## src/rtl/daq_frame_sequencer.sv

```systemverilog
// daq_frame_sequencer: paces SPI DAQ frames at a programmable sample period,
// rotates the ADC channel address across an enable mask, re-associates each
// returned ADC word with the channel that produced it one frame earlier, and
// flags overruns when a period tick lands on a frame still in progress.
module daq_frame_sequencer #(
    parameter int unsigned DIVW = 16,
    parameter int unsigned NCH  = 8
) (
    input  logic            clk,
    input  logic            reset_n,
    input  logic            enable,
    input  logic [DIVW-1:0] period,
    input  logic [NCH-1:0]  chmask,
    input  logic            frame_done,
    input  logic [11:0]     adc_data,
    input  logic            clear_overrun,
    output logic            frame_start,
    output logic [2:0]      adc_channel,
    output logic            dac_load,
    output logic            sample_valid,
    output logic [2:0]      sample_chan,
    output logic [11:0]     sample_data,
    output logic            busy,
    output logic            overrun
);

    // Index width used to address individual chmask bits.
    localparam int unsigned IW = (NCH > 1) ? $clog2(NCH) : 1;

    typedef enum logic [1:0] {
        StIdle,
        StStart,
        StBusy,
        StCapture
    } state_e;

    state_e          state_q, state_d;
    logic [DIVW-1:0] cnt_q, cnt_d;
    logic            tick;
    logic [2:0]      adc_channel_q;
    logic [2:0]      prev_chan_q;
    logic            prime_q;
    logic [2:0]      sample_chan_q;
    logic [11:0]     sample_data_q;
    logic            overrun_q;

    logic [2:0]      lowest_chan;
    logic [2:0]      next_chan;
    logic [2:0]      chan_sel;
    int              pos;

    logic            load_chan;
    logic            capture;
    logic            close_frame;
    logic            prime_clr;
    logic            overrun_set;

    // Period counter: counts 0..period while enabled, held at 0 otherwise.
    always_comb begin
        tick  = 1'b0;
        cnt_d = '0;
        if (enable) begin
            tick  = (cnt_q == period);
            cnt_d = tick ? '0 : cnt_q + 1'b1;
        end
    end

    // Channel pick: lowest set bit for an unprimed start, otherwise the next
    // set bit strictly after the current address, wrapping NCH-1 -> 0.
    always_comb begin
        lowest_chan = '0;
        next_chan   = adc_channel_q;
        pos         = 0;
        for (int i = NCH - 1; i >= 0; i--) begin
            if (chmask[IW'(i)]) begin
                lowest_chan = 3'(i);
            end
        end
        // Descending search so the smallest forward distance wins.
        for (int k = NCH; k >= 1; k--) begin
            pos = int'(adc_channel_q) + k;
            if (pos >= int'(NCH)) begin
                pos = pos - int'(NCH);
            end
            if (chmask[IW'(pos)]) begin
                next_chan = 3'(pos);
            end
        end
        chan_sel = prime_q ? next_chan : lowest_chan;
    end

    // Frame FSM next-state and decoded outputs.
    always_comb begin
        state_d      = state_q;
        frame_start  = 1'b0;
        dac_load     = 1'b0;
        busy         = 1'b0;
        sample_valid = 1'b0;
        load_chan    = 1'b0;
        capture      = 1'b0;
        close_frame  = 1'b0;
        prime_clr    = 1'b0;
        unique case (state_q)
            StIdle: begin
                // Leaving enable low while idle restarts the ADC pipeline.
                if (!enable) begin
                    prime_clr = 1'b1;
                end
                if (tick && (chmask != '0)) begin
                    load_chan = 1'b1;
                    state_d   = StStart;
                end
            end
            StStart: begin
                frame_start = 1'b1;
                dac_load    = 1'b1;
                state_d     = StBusy;
            end
            StBusy: begin
                busy = 1'b1;
                if (frame_done) begin
                    capture = 1'b1;
                    state_d = StCapture;
                end
            end
            StCapture: begin
                // The first frame of a run only primes the ADC pipeline.
                sample_valid = prime_q;
                close_frame  = 1'b1;
                state_d      = StIdle;
            end
            default: begin
                state_d = StIdle;
            end
        endcase
        overrun_set = tick && (state_q != StIdle);
    end

    // FSM state and period counter registers.
    always_ff @(posedge clk or negedge reset_n) begin
        if (!reset_n) begin
            state_q <= StIdle;
            cnt_q   <= '0;
        end else begin
            state_q <= state_d;
            cnt_q   <= cnt_d;
        end
    end

    // Channel address, pipeline bookkeeping and captured sample registers.
    always_ff @(posedge clk or negedge reset_n) begin
        if (!reset_n) begin
            adc_channel_q <= '0;
            prev_chan_q   <= '0;
            prime_q       <= 1'b0;
            sample_chan_q <= '0;
            sample_data_q <= '0;
        end else begin
            if (load_chan) begin
                adc_channel_q <= chan_sel;
            end
            // Data shifted in this frame belongs to the previous frame's address.
            if (capture) begin
                sample_data_q <= adc_data;
                sample_chan_q <= prev_chan_q;
            end
            if (close_frame) begin
                prev_chan_q <= adc_channel_q;
                prime_q     <= 1'b1;
            end else if (prime_clr) begin
                prime_q <= 1'b0;
            end
        end
    end

    // Sticky overrun; a coincident set beats the clear.
    always_ff @(posedge clk or negedge reset_n) begin
        if (!reset_n) begin
            overrun_q <= 1'b0;
        end else if (overrun_set) begin
            overrun_q <= 1'b1;
        end else if (clear_overrun) begin
            overrun_q <= 1'b0;
        end
    end

    assign adc_channel = adc_channel_q;
    assign sample_chan = sample_chan_q;
    assign sample_data = sample_data_q;
    assign overrun     = overrun_q;

endmodule

```

## config.mk

```make
export PLATFORM = sky130hd
export DESIGN_NAME = daq_frame_sequencer
export DESIGN_NICKNAME = d
export VERILOG_FILES = /design/src/rtl/daq_frame_sequencer.sv
export SDC_FILE = /design/constraint.sdc
export NUM_CORES = 1
export LEC_CHECK = 0
export CELL_PAD_IN_SITES_DETAIL_PLACEMENT = 1
export CELL_PAD_IN_SITES_GLOBAL_PLACEMENT = 2
export CORE_ASPECT_RATIO = 0.7
export CORE_UTILIZATION = 28
export CTS_CLUSTER_SIZE = 24
export DETAILED_ROUTE_END_ITERATION = 10
export PLACE_DENSITY_LB_ADDON = 0.2
export SLEW_MARGIN = 0
export SYNTH_ARGS = -nofsm -noshare
export SYNTH_HDL_FRONTEND = slang
export SYNTH_SLANG_ARGS = --single-unit
export TNS_END_PERCENT = 10
```

## constraint.sdc

```tcl
create_clock -name clk -period 2.99 [get_ports clk]
set_clock_uncertainty 0.2 [all_clocks]
set_input_delay 0.299 -clock clk [delete_from_list [all_inputs] [get_ports clk]]
set_output_delay 0.299 -clock clk [all_outputs]
set_load 0.02 [all_outputs]
```

==> summary by stage <==
Drt
Dividing the detail-routed via count by the number of cells gives between 4 and 5. Summed over all layers, the routed wires come to between 7 and 8 mm. The routed wirelength normalized by instance count is 16.56 um. Detailed routing inserted a total of 2243 vias. The first detailed-routing pass ran for 4 iterations.

The detail route stage leaves a number of antenna-violating nets equal to 0. In this run, the number of DRC markers left after iteration 0 of detailed routing was between 70 and 80. The remaining design rule violation count is 0.

Critical path
In this run the critical register-to-register path is launched from adc_channel[0]$_DFFE_PN0P_. The category of the worst setup path capture point is a register. The classification of the worst setup path is register to register.

The worst register-to-register path ends at adc_channel[0]$_DFFE_PN0P_. Traced cell by cell, the critical path runs through inv_1 > ha_1 > buf_4 > mux4_1 > mux2i_2 > nand3_1 > a21oi_1 > a311oi_1 > mux2_2. The setup check on the worst reg-to-reg path leaves a slack of 0.22 ns. Along the worst path, the maximum fanout reaches 8.

In this run the worst setup path terminates at adc_channel[0]$_DFFE_PN0P_. On the critical path, the stage with the largest delay is an instance of sky130_fd_sc_hd__dfrtp_2. The arrival time of the worst setup path is between 2 and 3 ns.

The worst setup path is launched from a register. The endpoint required time on the critical path is 2.97 ns. The largest incremental delay on the critical path is approximately 0.40 ns. For the worst flop-to-flop path, the logic depth is 9.

The most critical setup path has its startpoint at adc_channel[0]$_DFFE_PN0P_.

Logic synthesis
Of the post-synthesis cell area, the part taken by muxes is between 20% and 30%. The unique cell type count in the Yosys netlist is 39. sky130_fd_sc_hd__dfrtp_1 is the most common cell in the netlist. The commonest cells after synthesis are sky130_fd_sc_hd__dfrtp_1, sky130_fd_sc_hd__xnor2_1, sky130_fd_sc_hd__mux2_2. The synthesized design devotes to its leading area cell type between 30% and 40% of total area. The number of flip-flops and latches in the synthesized netlist is approximately 40. Counting every net in the synthesized netlist gives approximately 300. The area fraction in and, or, nand and nor cells after synthesis is between 10% and 20%. The synthesized design spends more area on one cell type than any other, namely sky130_fd_sc_hd__dfrtp_1. Of all flip-flops after synthesis, the portion carrying an async set or reset was 100.0%. The part of the Yosys area used for sequential elements is a little under two fifths.

After synthesis, the largest family of logic cells by area is multiplexers. The most used flip-flop cell after synthesis is sky130_fd_sc_hd__dfrtp_1. The synthesized-area fraction occupied by xor and xnor cells is approximately a tenth. By area the synthesized netlist is led by sky130_fd_sc_hd__dfrtp_1, sky130_fd_sc_hd__mux2_2, sky130_fd_sc_hd__xnor2_1, sky130_fd_sc_hd__mux4_2, sky130_fd_sc_hd__mux4_1. The synthesized netlist occupies a cell area of 2681 um2. The area fraction in compound gates after synthesis is 9.939%.

A synthesized cell averages roughly 11 um2. In this run, synthesis inferred 0 flip-flops with an integrated enable. The Yosys step of the flow raised 0 warnings.

After Yosys synthesis, full adders, half adders and majority gates account for 3.733% of the synthesized area. The cell count after synthesis is between 200 and 300.

Placement
The area of placed instances is between 3000 and 4000 um2. Input and output buffers added on the ports amount to 63. Summed over all nets, the half-perimeter wirelength after detailed placement is roughly 5.7 mm. The global placement routability congestion is between 0.8 and 0.9.

Outcome
The run finished with clean final reports.

Floorplan
The initial utilization of the core area, before any placement, comes to 29.21%. The die covers approximately 10000 um2. The vertical die dimension is 83.88 um. Row generation in the floorplan step produced 29 rows. From left edge to right edge, the die measures around 120 um. The I/O pin total is 64. The area inside the core boundary is 9180 um2.

Cells and area
The finished cells cover about 3700 um2. After the last flow step, the layout net total stands at about 380. The count of inserted antenna diode cells is 0. The share of final-layout standard cells stronger than drive strength 1 is roughly 17%. After filler insertion, the fill cell instance count of the layout stands at roughly 1000. The final standard cell utilization of the core is between 30% and 40%. The area growth from synthesis to layout is 36.49%.

Timing
The clock period could shrink to between 2 and 3 ns. The worst-margin pin slew is approximately 0.93 ns. The number of pins with negative max-slew slack in the final report came to 0. Setup violations remaining at the end of the flow were counted as 0. Adding up every negative setup slack in the final design gives 0 ns.

Measured against its own limit, the worst slew margin works out to 37.84%. The final number of hold-violating endpoints is 0. The final critical path takes up 92.68% of the cycle.

The fmax is 360.9 MHz. Setup repair after global routing left no endpoint under its margin.

Job
Max-cap violations in this run came to 0.

Power
The cell leakage power is 1.432 nW. The power density over the cells is 575.9 nW/um2. The worst IR drop on VDD is ~0.39 mV.

Global routing
The number of global-route vias before repair is around 2200. The number of antenna violations at the first check in global routing is 0. For this run the aggregate overflow at the end of global routing stands at 0.

The aggregate global-route resource usage is 16.26%. The pin count of the biggest net entering global routing is 42. The wire length of the first global-routing pass is 12.50 mm.

CTS
The H-tree was split into 2 levels. No sink is reached through more buffers than the 2 on the longest clock path. The post-CTS setup buffer count is 0. The root buffer selected by CTS is sky130_fd_sc_hd__clkbuf_16.

Clock tree synthesis found a total of 41 sinks. The post-CTS clock slew at the launch and capture registers of the worst setup and hold paths is about 0.07 ns. The number of clock buffers added by TritonCTS is 5.

The CTS tree is yes. The clock latency on the worst-skew pair is 0.29 ns.

Min path
The worst min-delay path category is register to register.
logic make-up (layout without fill, tap and decap cells):
logic type               Yosys count  after routing
buffers and inverters             22             98
adder cells (fa/ha/maj)            8              8
AO/OA/AOI/OAI                     43             43
multiplexers                      39             39
AND/OR/NAND/NOR                   71             71
XOR/XNOR                          29             29
flip-flops                        41             41
flip-flops by register name, summed over array words and instances, names as in the netlist:
name,cells
cnt_q,16
sample_data,12
adc_channel,3
prev_chan_q,3
sample_chan,3
state_q,2
overrun,1
prime_q,1
critical path, delay by kind of cell (launching register included):
family          cells  cell delay [ns]
mux                 3             0.84
simple gates        1             0.18
compound gates      2             0.46
fa+ha+maj           1             0.27
flops               1             0.40
buf+inv             2             0.31
stage by stage:
stage	hold slack [ns]	power, mW	worst slack [ns]	std cells
5_1_grt	0.3223	2.231	0.07630	453
4_1_cts	0.3068	2.137	0.2344	453
3_5_place_dp	0.2927	1.579	0.07408	444
6_report	0.3021	2.108	0.2190	453
2_1_floorplan	-0.1966	1.202	0.04897	253
3_3_place_gp	0.2865	1.573	0.07178	444
report_power, final:
part,internal (mW),leakage (nW),switching [mW]
logic,0.428,0.839,0.388
registers,0.666,0.519,0.0839
clock network,0.311,0.0738,0.231
routing by layer:
layer	track usage (%)	vias to the layer above	share of wire (%)
li1	-	1077	-
met1	25.35	1109	56
met2	20.63	53	37
met3	5.533	4	6.1
met4	4.143	0	0.71
met5	0	-	0
worst min-delay path by stage:
stage / start / slack [ns] / endpoint / cells after the start
2_1_floorplan: reset_n / -0.20 / adc_channel[0]$_DFFE_PN0P_ / 0
3_3_place_gp: sample_data[10]$_DFFE_PN0P_ / 0.29 / sample_data[10]$_DFFE_PN0P_ / 1
3_5_place_dp: prev_chan_q[1]$_DFFE_PN0P_ / 0.29 / prev_chan_q[1]$_DFFE_PN0P_ / 1
4_1_cts: sample_data[3]$_DFFE_PN0P_ / 0.31 / sample_data[3]$_DFFE_PN0P_ / 1
5_1_grt: sample_data[8]$_DFFE_PN0P_ / 0.32 / sample_data[8]$_DFFE_PN0P_ / 1
6_report: sample_data[3]$_DFFE_PN0P_ / 0.30 / sample_data[3]$_DFFE_PN0P_ / 1
area by class of cell:
| cell class | count | area, um2 | share of cell area (%) |
|---|---|---|---|
| repair buffers | 77 | 733.2 | 20.03 |
| clock buffers | 5 | 125.1 | 3.419 |
| clock inverters | 3 | 22.52 | 0.6154 |
| multi-input cells | 190 | 1546 | 42.26 |
| inverters | 13 | 48.80 | 1.333 |
| well taps | 124 | 155.1 | 4.239 |
| flip-flops and latches | 41 | 1028 | 28.10 |
cells in the final DEF, fill, tap and decap left out, types with 2 or more instances in the layout:
cell,count
sky130_fd_sc_hd__nand2b_1,3
sky130_fd_sc_hd__mux2i_2,4
sky130_fd_sc_hd__mux2_2,22
sky130_fd_sc_hd__clkbuf_16,5
sky130_fd_sc_hd__o21ai_0,15
sky130_fd_sc_hd__a21oi_1,10
sky130_fd_sc_hd__nor3_1,3
sky130_fd_sc_hd__clkinv_4,2
sky130_fd_sc_hd__o211ai_1,3
sky130_fd_sc_hd__nand3_1,15
sky130_fd_sc_hd__a221oi_1,2
sky130_fd_sc_hd__dfrtp_1,39
sky130_fd_sc_hd__nand4_1,6
sky130_fd_sc_hd__xnor2_1,23
sky130_fd_sc_hd__nor4_1,3
sky130_fd_sc_hd__or3_1,4
sky130_fd_sc_hd__mux4_1,4
sky130_fd_sc_hd__a211oi_1,2
sky130_fd_sc_hd__nand2_1,8
sky130_fd_sc_hd__mux4_2,6
sky130_fd_sc_hd__inv_1,13
sky130_fd_sc_hd__buf_4,13
sky130_fd_sc_hd__nor2b_1,2
sky130_fd_sc_hd__dfrtp_2,2
sky130_fd_sc_hd__and3_1,5
sky130_fd_sc_hd__nor2_1,20
sky130_fd_sc_hd__xor2_1,6
sky130_fd_sc_hd__mux2i_1,3
sky130_fd_sc_hd__clkdlybuf4s50_1,62
sky130_fd_sc_hd__ha_1,8
sky130_fd_sc_hd__a311oi_1,3
repair_timing:
action | CTS | global route
endpoints found under the setup margin | 0 | 0
hold buffers | 1 | 0
hold endpoints to repair | 18 | 0
gates resized for setup | 0 | 0
Power figures use the tool's default switching activity.
